<file path="config.mk">
export PLATFORM = sky130hd
export DESIGN_NAME = mul_approx_seq
export DESIGN_NICKNAME = d
export VERILOG_FILES = /design/src/rtl/mul_pkg.sv /design/src/rtl/mul_pp_mask.sv /design/src/rtl/mul_approx_seq.sv
export SDC_FILE = /design/constraint.sdc
export NUM_CORES = 1
export LEC_CHECK = 0
export ABC_AREA = 1
export CAP_MARGIN = 40
export CORE_UTILIZATION = 49
export DETAILED_ROUTE_END_ITERATION = 6
export GPL_TIMING_DRIVEN = 0
export MAX_ROUTING_LAYER = met4
export PLACE_DENSITY = 0.78
export SYNTH_ARGS = -nofsm -noshare
export SYNTH_HDL_FRONTEND = slang
export SYNTH_SLANG_ARGS = --single-unit
</file>
<file path="constraint.sdc">
create_clock -name clk -period 4.59 [get_ports clk]
set_input_delay 0.918 -clock clk [delete_from_list [all_inputs] [get_ports clk]]
set_output_delay 0.918 -clock clk [all_outputs]
set_load 0.03 [all_outputs]
</file>
<file path="src/rtl/mul_pkg.sv">
// mul_pkg: shared types and legal-range constants for the sequential
// multiplier family (mul_approx_seq and its partial-product generator).
//   state_e    - controller states IDLE / RUN / DONE
//   WIDTH_MIN  - smallest legal operand width
//   WIDTH_MAX  - largest legal operand width
//   TRUNC_MIN  - smallest legal truncation column count
//   trunc_max  - largest legal truncation column count for a given width
//   idx_bits   - width of the iteration index for a given operand width
package mul_pkg;

  typedef enum logic [1:0] {
    ST_IDLE = 2'd0,
    ST_RUN  = 2'd1,
    ST_DONE = 2'd2
  } state_e;

  localparam int WIDTH_MIN = 2;
  localparam int WIDTH_MAX = 32;
  localparam int TRUNC_MIN = 0;

  function automatic int trunc_max(input int width);
    return 2 * width - 1;
  endfunction

  function automatic int idx_bits(input int width);
    return (width > 2) ? $clog2(width) : 1;
  endfunction

endpackage

</file>
<file path="src/rtl/mul_pp_mask.sv">
// mul_pp_mask: combinational generator of one partial product a<<i,
// zero-extended to 2*WIDTH, with columns below TRUNC forced to zero when
// approx is set. Produces zero when the selecting multiplier bit is 0.
// Ports:
//   a      in   WIDTH        multiplicand
//   b_bit  in   1            multiplier bit selecting this row
//   i      in   idx_bits     row index (shift amount)
//   approx in   1            1 = truncate low columns
//   pp     out  2*WIDTH      masked partial product
// Optional feature macro: MUL_APPROX_SEQ_APPROX_EN. When undefined the
// column mask is not built and approx is ignored.
module mul_pp_mask
  import mul_pkg::*;
#(
  parameter int WIDTH = 8,
  parameter int TRUNC = 4
) (
  input  logic [WIDTH-1:0]           a,
  input  logic                       b_bit,
  input  logic [idx_bits(WIDTH)-1:0] i,
  input  logic                       approx,
  output logic [2*WIDTH-1:0]         pp
);

  if (WIDTH < WIDTH_MIN || WIDTH > WIDTH_MAX) begin : g_bad_width
    $error("mul_pp_mask: WIDTH out of range");
  end
  if (TRUNC < TRUNC_MIN || TRUNC > trunc_max(WIDTH)) begin : g_bad_trunc
    $error("mul_pp_mask: TRUNC out of range");
  end

`ifdef MUL_APPROX_SEQ_APPROX_EN
  // Ones above the truncated columns; TRUNC=0 keeps every column.
  localparam logic [2*WIDTH-1:0] KEEP_MASK = {(2*WIDTH){1'b1}} << TRUNC;
`else
  logic unused_approx;
  assign unused_approx = approx;
`endif

  logic [2*WIDTH-1:0] shifted;

  always_comb begin
    shifted = {{WIDTH{1'b0}}, a} << i;
    pp      = b_bit ? shifted : '0;
`ifdef MUL_APPROX_SEQ_APPROX_EN
    if (approx) begin
      pp = pp & KEEP_MASK;
    end
`endif
  end

endmodule

</file>
<file path="src/rtl/mul_approx_seq.sv">
// mul_approx_seq: sequential unsigned shift-add multiplier, one partial
// product per cycle, with a per-operation approximate mode that drops the
// low TRUNC partial-product columns. Fixed latency WIDTH+1, no overlap.
// Ports:
//   clk        in   1        clock, rising edge
//   rst        in   1        synchronous active-high reset
//   in_valid   in   1        operands present
//   in_ready   out  1        block can accept operands (IDLE only)
//   in_a       in   WIDTH    multiplicand
//   in_b       in   WIDTH    multiplier
//   in_approx  in   1        1 = truncated mode for this operation
//   out_valid  out  1        result present
//   out_ready  in   1        consumer accepts the result
//   out_p      out  2*WIDTH  product, held until the next result loads
//   busy       out  1        high in RUN and DONE
// Optional feature macro: MUL_APPROX_SEQ_APPROX_EN. When undefined,
// in_approx is ignored and every operation is exact.
//
// state   | meaning
// --------+----------------------------------------------------
// ST_IDLE | waiting for operands, in_ready high
// ST_RUN  | adding partial product i, i = 0..WIDTH-1
// ST_DONE | out_valid high, out_p held until out_ready
module mul_approx_seq
  import mul_pkg::*;
#(
  parameter int WIDTH = 8,
  parameter int TRUNC = 4
) (
  input  logic               clk,
  input  logic               rst,
  input  logic               in_valid,
  output logic               in_ready,
  input  logic [WIDTH-1:0]   in_a,
  input  logic [WIDTH-1:0]   in_b,
  input  logic               in_approx,
  output logic               out_valid,
  input  logic               out_ready,
  output logic [2*WIDTH-1:0] out_p,
  output logic               busy
);

  if (WIDTH < WIDTH_MIN || WIDTH > WIDTH_MAX) begin : g_bad_width
    $error("mul_approx_seq: WIDTH out of range");
  end
  if (TRUNC < TRUNC_MIN || TRUNC > trunc_max(WIDTH)) begin : g_bad_trunc
    $error("mul_approx_seq: TRUNC out of range");
  end

  localparam int IW = idx_bits(WIDTH);
  localparam logic [IW-1:0] I_LAST = IW'(WIDTH - 1);

  state_e             state_q, state_d;
  logic [WIDTH-1:0]   a_q, a_d;
  logic [WIDTH-1:0]   b_q, b_d;
  logic               approx_q, approx_d;
  logic [IW-1:0]      i_q, i_d;
  logic [2*WIDTH-1:0] acc_q, acc_d;
  logic [2*WIDTH-1:0] out_p_q, out_p_d;
  logic               out_valid_q, out_valid_d;
  logic               busy_q, busy_d;
  logic [2*WIDTH-1:0] pp;
  logic               in_approx_eff;

`ifdef MUL_APPROX_SEQ_APPROX_EN
  assign in_approx_eff = in_approx;
`else
  logic unused_in_approx;
  assign unused_in_approx = in_approx;
  assign in_approx_eff    = 1'b0;
`endif

  mul_pp_mask #(
    .WIDTH (WIDTH),
    .TRUNC (TRUNC)
  ) u_pp_mask (
    .a      (a_q),
    .b_bit  (b_q[i_q]),
    .i      (i_q),
    .approx (approx_q),
    .pp     (pp)
  );

  always_comb begin
    state_d  = state_q;
    a_d      = a_q;
    b_d      = b_q;
    approx_d = approx_q;
    i_d      = i_q;
    acc_d    = acc_q;
    out_p_d  = out_p_q;
    unique case (state_q)
      ST_IDLE: begin
        if (in_valid) begin
          a_d      = in_a;
          b_d      = in_b;
          approx_d = in_approx_eff;
          i_d      = '0;
          acc_d    = '0;
          state_d  = ST_RUN;
        end
      end
      ST_RUN: begin
        acc_d = acc_q + pp;
        i_d   = i_q + 1'b1;
        if (i_q == I_LAST) begin
          out_p_d = acc_q + pp;
          i_d     = '0;
          state_d = ST_DONE;
        end
      end
      ST_DONE: begin
        if (out_ready) begin
          state_d = ST_IDLE;
        end
      end
      default: state_d = ST_IDLE;
    endcase
    // Outputs registered from the next state so they line up with it.
    out_valid_d = (state_d == ST_DONE);
    busy_d      = (state_d != ST_IDLE);
  end

  always_ff @(posedge clk) begin
    if (rst) begin
      state_q     <= ST_IDLE;
      a_q         <= '0;
      b_q         <= '0;
      approx_q    <= 1'b0;
      i_q         <= '0;
      acc_q       <= '0;
      out_p_q     <= '0;
      out_valid_q <= 1'b0;
      busy_q      <= 1'b0;
    end else begin
      state_q     <= state_d;
      a_q         <= a_d;
      b_q         <= b_d;
      approx_q    <= approx_d;
      i_q         <= i_d;
      acc_q       <= acc_d;
      out_p_q     <= out_p_d;
      out_valid_q <= out_valid_d;
      busy_q      <= busy_d;
    end
  end

  // Gated by rst so the block never advertises readiness during reset.
  assign in_ready  = (state_q == ST_IDLE) && !rst;
  assign out_valid = out_valid_q;
  assign out_p     = out_p_q;
  assign busy      = busy_q;

endmodule
</file>
Word level (Yosys, flattened, before mapping). Cells that the tools add are included.

Flip-flop bits (word level): 55. Bits of input ports: 21. Output and inout port bits: 19.

$add $sub $neg: 2. Magnitude comparators: 1. Equality and inequality tests: 5. Shift operators: 1. Multiplexer cells: 12. Reduce and logical (&&, ||, !) cells: 8.

Operators by type and width (count): $mux W16 (2); $pmux W16 S2 (1); $add A16 B16 Y16 (1); $shl A8 B3 Y16 (1); $mux W2 (3); $mux W3 (2); $pmux W2 S3 (1); $pmux W3 S2 (1); $reduce_and A2 Y1 (3); $eq A2 B2 Y1 const B (2); $lt A3 B4 Y1 const B (1); $reduce_bool A2 Y1 (2); $add A3 B1 Y3 const B (1); $bmux W1 S3 (1); $eq A3 B3 Y1 const B (1); $eq A2 B1 Y1 const B (1); $logic_not A2 Y1 (1); $ne A2 B2 Y1 const B (1); $logic_and A1 B1 Y1 (1); $logic_not A1 Y1 (1); $mux W1 (1).

Depth between registers and ports, before layout. Gate-level depths: netlist of the first run.

Depth after elaboration: 5. Mapped depth: 21. Gate-level depth less buffers: 20.

Modules after synthesis. From an unflattened synthesis of the first run, not the netlist that was laid out.

Cell total of the unflattened synthesis: 521. Area, all modules: 3357.0 um2.

Modules (own cells, without submodules): mul_approx_seq (instances 1, cells each 442, area each 2930.3 um2, sequential area each 1101.1 um2); mul_pp_mask (instances 1, cells each 79, area each 426.7 um2, sequential area each 0.0 um2).

Worst setup path before layout of the first run. No wires, ideal clock.

Kind: input to output. From: input port rst. To: output port in_ready. Arrival time: 1.763 ns. Path slack: 1.909 ns. Stages on the path: 2. Cell sequence: clkbuf_1 -> nor3_1.

Word-level cells in the longest chain between the ends: 2.

Ends and longest elaborated chain: start, declared (RTL line mul_approx_seq.sv:31) `input logic rst,`; $logic_not A1 Y1 (RTL line mul_approx_seq.sv:149) `assign in_ready = (state_q == ST_IDLE) && !rst;`; $logic_and A1 B1 Y1 (RTL line mul_approx_seq.sv:149); end, declared (RTL line mul_approx_seq.sv:33) `output logic in_ready,`.

Every way passes these cells.

Worst setup path after layout of the first run. Same ends and word-level chain as after synthesis.

==> results of run 1 <==
[state kept, by name, summed over array words and instances, names as in the netlist]
signal / flops
i_q: 3
acc_q: 16
b_q: 8
a_q: 8
out_valid: 1
state_q: 2
busy: 1
out_p: 16
[critical path, delay by kind of cell]
| kind | cells | cell delay (ps) |
|---|---|---|
| buffers and inverters | 2 | 970 |
| and+or+nand+nor | 1 | 220 |
[cells by family (layout without fill, tap and decap cells)]
| logic type | after synthesis | in the layout |
|---|---|---|
| buf+inv | 80 | 125 |
| simple gates | 280 | 280 |
| fa+ha+maj | 18 | 18 |
| xor+xnor | 7 | 7 |
| mux | 2 | 2 |
| compound gates | 79 | 79 |
| flops | 55 | 55 |
[cell usage after synthesis, drive strengths merged]
cell    instances
ha             17
dfxtp          55
clkbuf          5
o31ai           1
inv            59
nand3          17
mux2i           2
o21ai          22
buf            15
a211oi          2
nor3            9
fa              1
o22ai           2
clkinv          1
nand2         199
xor2            6
a21oi          52
nor2           52
xnor2           1
or2             2
nand3b          1
[where the power goes]
part | total [mW] | switching (mW) | internal, mW
combinational | 0.136 | 0.0815 | 0.0541
sequential | 0.498 | 0.00811 | 0.490
clock | 0.330 | 0.167 | 0.163
total | 0.963 | 0.257 | 0.707
[path summary, 6_finish.rpt]
check,from,endpoint,slack [ps]
setup / recovery,rst,in_ready,1560
hold / removal,b_q[2]$_SDFFE_PP0P_,b_q[2]$_SDFFE_PP0P_,470
setup reg to reg,i_q[1]$_SDFFE_PP0P_,out_p[12]$_SDFFE_PP0P_,1900
hold reg to reg,b_q[2]$_SDFFE_PP0P_,b_q[2]$_SDFFE_PP0P_,470
[cell type report]
type	count	area share, %
inverter	60	5.79
clock buffer	5	1.76
sequential	55	28.2
clock inverter	3	1.12
timing repair buffer	37	9.48
multi-input combinational	386	47.7
tap	77	2.46
buffer	20	3.55
[layer usage]
metal | part of all wire [%] | global-route usage [%] | vias up | wire length (um)
li1 | - | - | 1717 | -
met5 | 0 | - | - | 0
met4 | 2.2 | 8.01 | 0 | 176
met1 | 48 | 32.0 | 1447 | 3870
met3 | 3.7 | 3.74 | 19 | 299
met2 | 46 | 40.7 | 67 | 3710
==> impl_results.md, run 1 <==
* Die area at between 0.007 and 0.008 mm^2
* Routed WL per cell at 12.5 um
* Main combinational cell family by area after synthesis: simple AND/OR/NAND/NOR gates
* Setup bufs post-CTS at 0
* R2R cell count at 18
* First-pass GRT wire length at roughly 14 mm
* Synth top area share at 33.1%
* Inst Count DP at 635
* Antenna violations before repair at 0
* Min cycle time layout at 3030 ps
* Relative slew slack at 58.6%
* DP Area at 0.00380 mm^2
* I/O Pins at 40
* Setup TNS Final at 0 ps
* Syn_nets at 560
* Worst-path clk slew at 100 ps
* Worst Setup Start Kind: input pin
* CTS tree: yes
* Routed Antenna Nets at 0
* Clock net sink count at 55
* Failing checks: DRC
* Core area at roughly 0.0065 mm^2
* Synth Instances at 521
* DP Worst Slack at 1580 ps
* CP required at 3670 ps
* Final setup violation count at 0
* Remaining DRCs at 2
* Final Cell Area at 0.00391 mm^2
* # H-tree levels at 2
* #FFs+latches synth at 55
* Crit path max-delay cell type: clkdlybuf4s50_1
* Final clock skew at ~16 ps
* Synth area leaders: dfxtp_1 (33%), nand2_1 (22%), a21oi_1 (7.8%)
* Arrival time worst endpoint at 2110 ps
* Post-synthesis sequential area ratio at 33.1%
* Distinct cells, synth at 32
* Pwr Total at 0.963 mW
* Mux contribution to synthesized area at 0.601%
* Simple-gate share of the synthesized area at 34.3%
* Hold Vio Cnt, Final at 0
* Tcrit/Tclk final at 65.9%
* Hold WC Path Type: reg2reg
* Post-Synth Adder-Cell Area at 6.99%
* # resized after CTS at 0
* Mapped Area at 0.00333 mm^2
* Worst skew pair latency at between 300 and 400 ps
* Final Util at 60.5%
* CTS buffer count at 5
* Register area at about 0.0011 mm^2
* Yosys top cell by area: dfxtp_1
* Number of global-route vias before repair at 3086
* PwrDens at 246 mW/mm^2
* Crit path cell chain: clkbuf_1 -> nor3_1 -> clkdlybuf4s50_1
* Area delta synth->final at 17.4%
* Max VDD drop at approximately 0.00016 V
* Via count at 3250
* Commonest non-fill, non-tap cell in the layout: nand2_1
* Leakage at 1.87 nW
* Post-DP HPWL at 6.23 mm
* RSZ-0062 raised after global routing: no
* Worst setup EP type: primary output
* Worst Tran Pin Value at 621 ps
* Critical Path Fanout Max at 10
* Fin worst setup slack at between 1500 and 2000 ps
* Port Buffers at 37
* Maximum clock rate at 330 MHz
* Final non-filler cell total at 643
* Layout cells sized above 1 at 6.89%
* WS Path Type: in2out
* Synth Area in Compound Gates at 12.2%
* Commonest non-fill, non-tap cells in the layout: nand2_1 (192), dfxtp_1 (55), inv_1 (54)
* Tot GR Track Use at 25.0%
* Status: complete, but fails checks
* Fillers at around 640
* Initial DRC Count at between 200 and 250
* CP max stage delay at ~700 ps
* Hold Path Stages at 2
* Die Height at 84.4 um
* RePlAce Congestion at 0.927
* Total global routing overflow at 0
* Fin. max-slew vios at 0
* Multi-input logic area at 0.00186 mm^2
* Syn_area_per_cell at approximately 6.4 um^2
* Hold slack at 467 ps
* Diodes inserted at 0
* Die W at 84.4 um
* Post-cts hold buffer count at 0
* Clock Path Buffers at 2
* Net count, final at 604
* Max cap viols at 0
* Clock tree root buffer cell: clkbuf_8
* Row count at 29
* Initial core utilization at 51.5%
* Vias/cell at just over 5
* Yosys Warn Count at 0
* Largest net degree at the start of global routing at 18
* XOR/XNOR Fraction of Synth Area at 1.84%
* Drt pass-1 iters at 7
* WL final at 8.06 mm
Note: power is estimated with default switching activity, not from simulation.
==> inputs of run 2 (changes only) <==
- clock period: 4.59 -> 2.8 ns (I/O delays scaled with it)
==> impl_results.md, run 2 (synthesized netlist as in run 1, its figures left out) <==
* Routed WL per cell at 12.6 um (was 12.5 um)
* Min cycle time layout at 2630 ps
* Drt pass-1 iters at 6 (was 7)
* WS Path Type: reg2reg (was in2out)
* Hold Vio Cnt, Final at 0 (unchanged)
* Via count at 3258 (was 3250)
* Clock Path Buffers at 2 (unchanged)
* Worst skew pair latency at 320 ps (about the same)
* Worst Tran Pin Value at 614 ps (was 621 ps)
* Worst Setup Start Kind: flip-flop (was input pin)
* Hold WC Path Type: reg2reg (unchanged)
* Initial DRC Count at 227 (was 214)
* I/O Pins at 40 (unchanged)
* RePlAce Congestion at 0.927 (unchanged)
* Failing checks: DRC (unchanged)
* Critical Path Fanout Max at 10 (unchanged)
* Reg power frac at 51.3% (was 51.7%)
* Switching power total at 0.428 mW (was 0.257 mW)
* Post-cts hold buffer count at 0 (unchanged)
* Post-DP HPWL at 6.23 mm (unchanged)
* Largest net degree at the start of global routing at 18 (unchanged)
* Leakage at 1.88 nW (was 1.87 nW)
* Hold slack at 469 ps (was 467 ps)
* Net count, final at 604 (unchanged)
* Met1 Usage GRT at 32.0% (unchanged)
* Final setup violation count at 0 (unchanged)
* Total global routing overflow at 0 (unchanged)
* GRT busiest layer: met2 (unchanged)
* Tot GR Track Use at 25.0% (unchanged)
* Max VDD drop at 0.000266 V (was 0.000162 V)
* Diodes inserted at 0 (unchanged)
* Setup TNS Final at 0 ps (unchanged)
* GR Util met2 at 40.7% (unchanged)
* Routed Antenna Nets at 0 (unchanged)
* Maximum clock rate at approximately 380 MHz
* Fin. max-slew vios at 0 (unchanged)
* Vias/cell at 5.07 (was 5.05)
* Initial core utilization at 51.5% (unchanged)
* WL final at 8.10 mm (was 8.06 mm)
* CTS tree: yes (unchanged)
* Number of global-route vias before repair at 3086 (unchanged)
* Antenna violations before repair at 0 (unchanged)
* Comb pwr share at 14.7% (was 14.1%)
* Die Height at 84.4 um (unchanged)
* DP Worst Slack at 140 ps (was 1580 ps)
* Die W at 84.4 um (unchanged)
* # H-tree levels at 2 (unchanged)
* Commonest non-fill, non-tap cell in the layout: nand2_1 (unchanged)
* Final clock skew at 16.2 ps (was 16.5 ps)
* Clock power share at 34.0% (was 34.2%)
* Area delta synth->final at 20.1% (was 17.4%)
* Pwr Total at 1.59 mW (was 0.963 mW)
* Max cap viols at 0 (unchanged)
* Switching part of the total at 26.9% (was 26.6%)
* Inst Count DP at 635 (unchanged)
* Port Buffers at 37 (unchanged)
* Relative slew slack at 59.1% (was 58.6%)
* Met3 Use GR at 3.74% (unchanged)
* Fillers at 624 (was 639)
* Final non-filler cell total at 643 (unchanged)
* Layout cells sized above 1 at 9.72% (was 6.89%)
* Status: complete, but fails checks (unchanged)
* PwrDens at 398 mW/mm^2 (was 246 mW/mm^2)
* Row count at 29 (unchanged)
* Core area at 0.00646 mm^2 (unchanged)
* CP required at 3040 ps (was 3670 ps)
* Clock net sink count at 55 (unchanged)
* Die area at 0.00713 mm^2 (unchanged)
* Tcrit/Tclk final at about 94%
* Worst setup EP type: flip-flop (was primary output)
* Fin worst setup slack at 168 ps (was 1560 ps)
* Remaining DRCs at 2 (unchanged)
* Commonest non-fill, non-tap cells in the layout: nand2_1 (188), inv_1 (54), dfxtp_1 (53) (was nand2_1 (192), dfxtp_1 (55), inv_1 (54))
* Worst-path clk slew at 110 ps (was 100 ps)
* Clock tree root buffer cell: clkbuf_8 (unchanged)
* Arrival time worst endpoint at 2870 ps (was 2110 ps)
* CTS buffer count at 5 (unchanged)
* First-pass GRT wire length at 13.9 mm (unchanged)
* Power Internal at 1.16 mW (was 0.707 mW)
-- run 2: cell counts in the layout (fill, tap and decap cells not counted) --
Identical to the previous run, type by type.
-- run 2: routing by layer --
layer / part of all wire, % / vias to the layer above / routed length (um)
met3: 4.1 / 14 / 335
met2: 47 / 60 / 3820
li1: - / 1718 / -
met4: 1.6 / 0 / 127
met1: 47 / 1466 / 3810
met5: 0 / - / 0
-- run 2: path summary, 6_finish.rpt --
path	from	to	slack (ps)	cells past startpoint
max reg2reg	i_q[1]$_SDFFE_PP0P_	acc_q[10]$_SDFFE_PP0P_	170	18
min	b_q[2]$_SDFFE_PP0P_	b_q[2]$_SDFFE_PP0P_	470	2
max	i_q[1]$_SDFFE_PP0P_	acc_q[10]$_SDFFE_PP0P_	170	18
min reg2reg	b_q[2]$_SDFFE_PP0P_	b_q[2]$_SDFFE_PP0P_	470	2
-- run 2: cell type report --
cell class                 count  area [um^2]  area share [%]
buffer                        20          148            3.69
clock buffer                   5         68.8            1.72
clock inverter                 3         43.8            1.10
inverter                      60          229            5.73
multi-input combinational    386         1940            48.4
sequential                    55         1110            27.7
tap                           77         96.3            2.41
timing repair buffer          37          370            9.26
-- run 2: power by group through the flow --
stage / registers (mW) / clock network (mW) / logic, mW
final: 0.817 / 0.541 / 0.234
after global routing: 0.819 / 0.578 / 0.260
after CTS: 0.816 / 0.551 / 0.223
after detailed placement: 0.834 / 0 / 0.222
after global placement: 0.833 / 0 / 0.219
after floorplan: 0.833 / 0 / 0.148
-- run 2: repair_timing --
item,in CTS,in global routing
gates resized for setup,0,29
buffers inserted,0,0
setup endpoints to repair,0,19
-- run 2: critical path, cell delays in order (launching register included) --
cell and delay, ps:
dfxtp_4 380, inv_1 80, buf_6 140, o21ai_1 70
o22ai_1 200, nand2_2 170, nor3_4 220, ha_2 210
fa_2 220, nand2_1 70, nand2_1 80, nand3_1 70
nand2_1 140, nand2_1 90, nand2_1 70, nand2_1 50
nand2_1 110, nand2_1 70, a21oi_1 120
-- run 2: through the flow --
step                util, %  instance area [um^2]
detailed placement     58.8                  3800
CTS                    60.5                  3910
finish                 61.9                  4000
global route           61.9                  4000
global placement       58.8                  3800
floorplan                 -                  3330
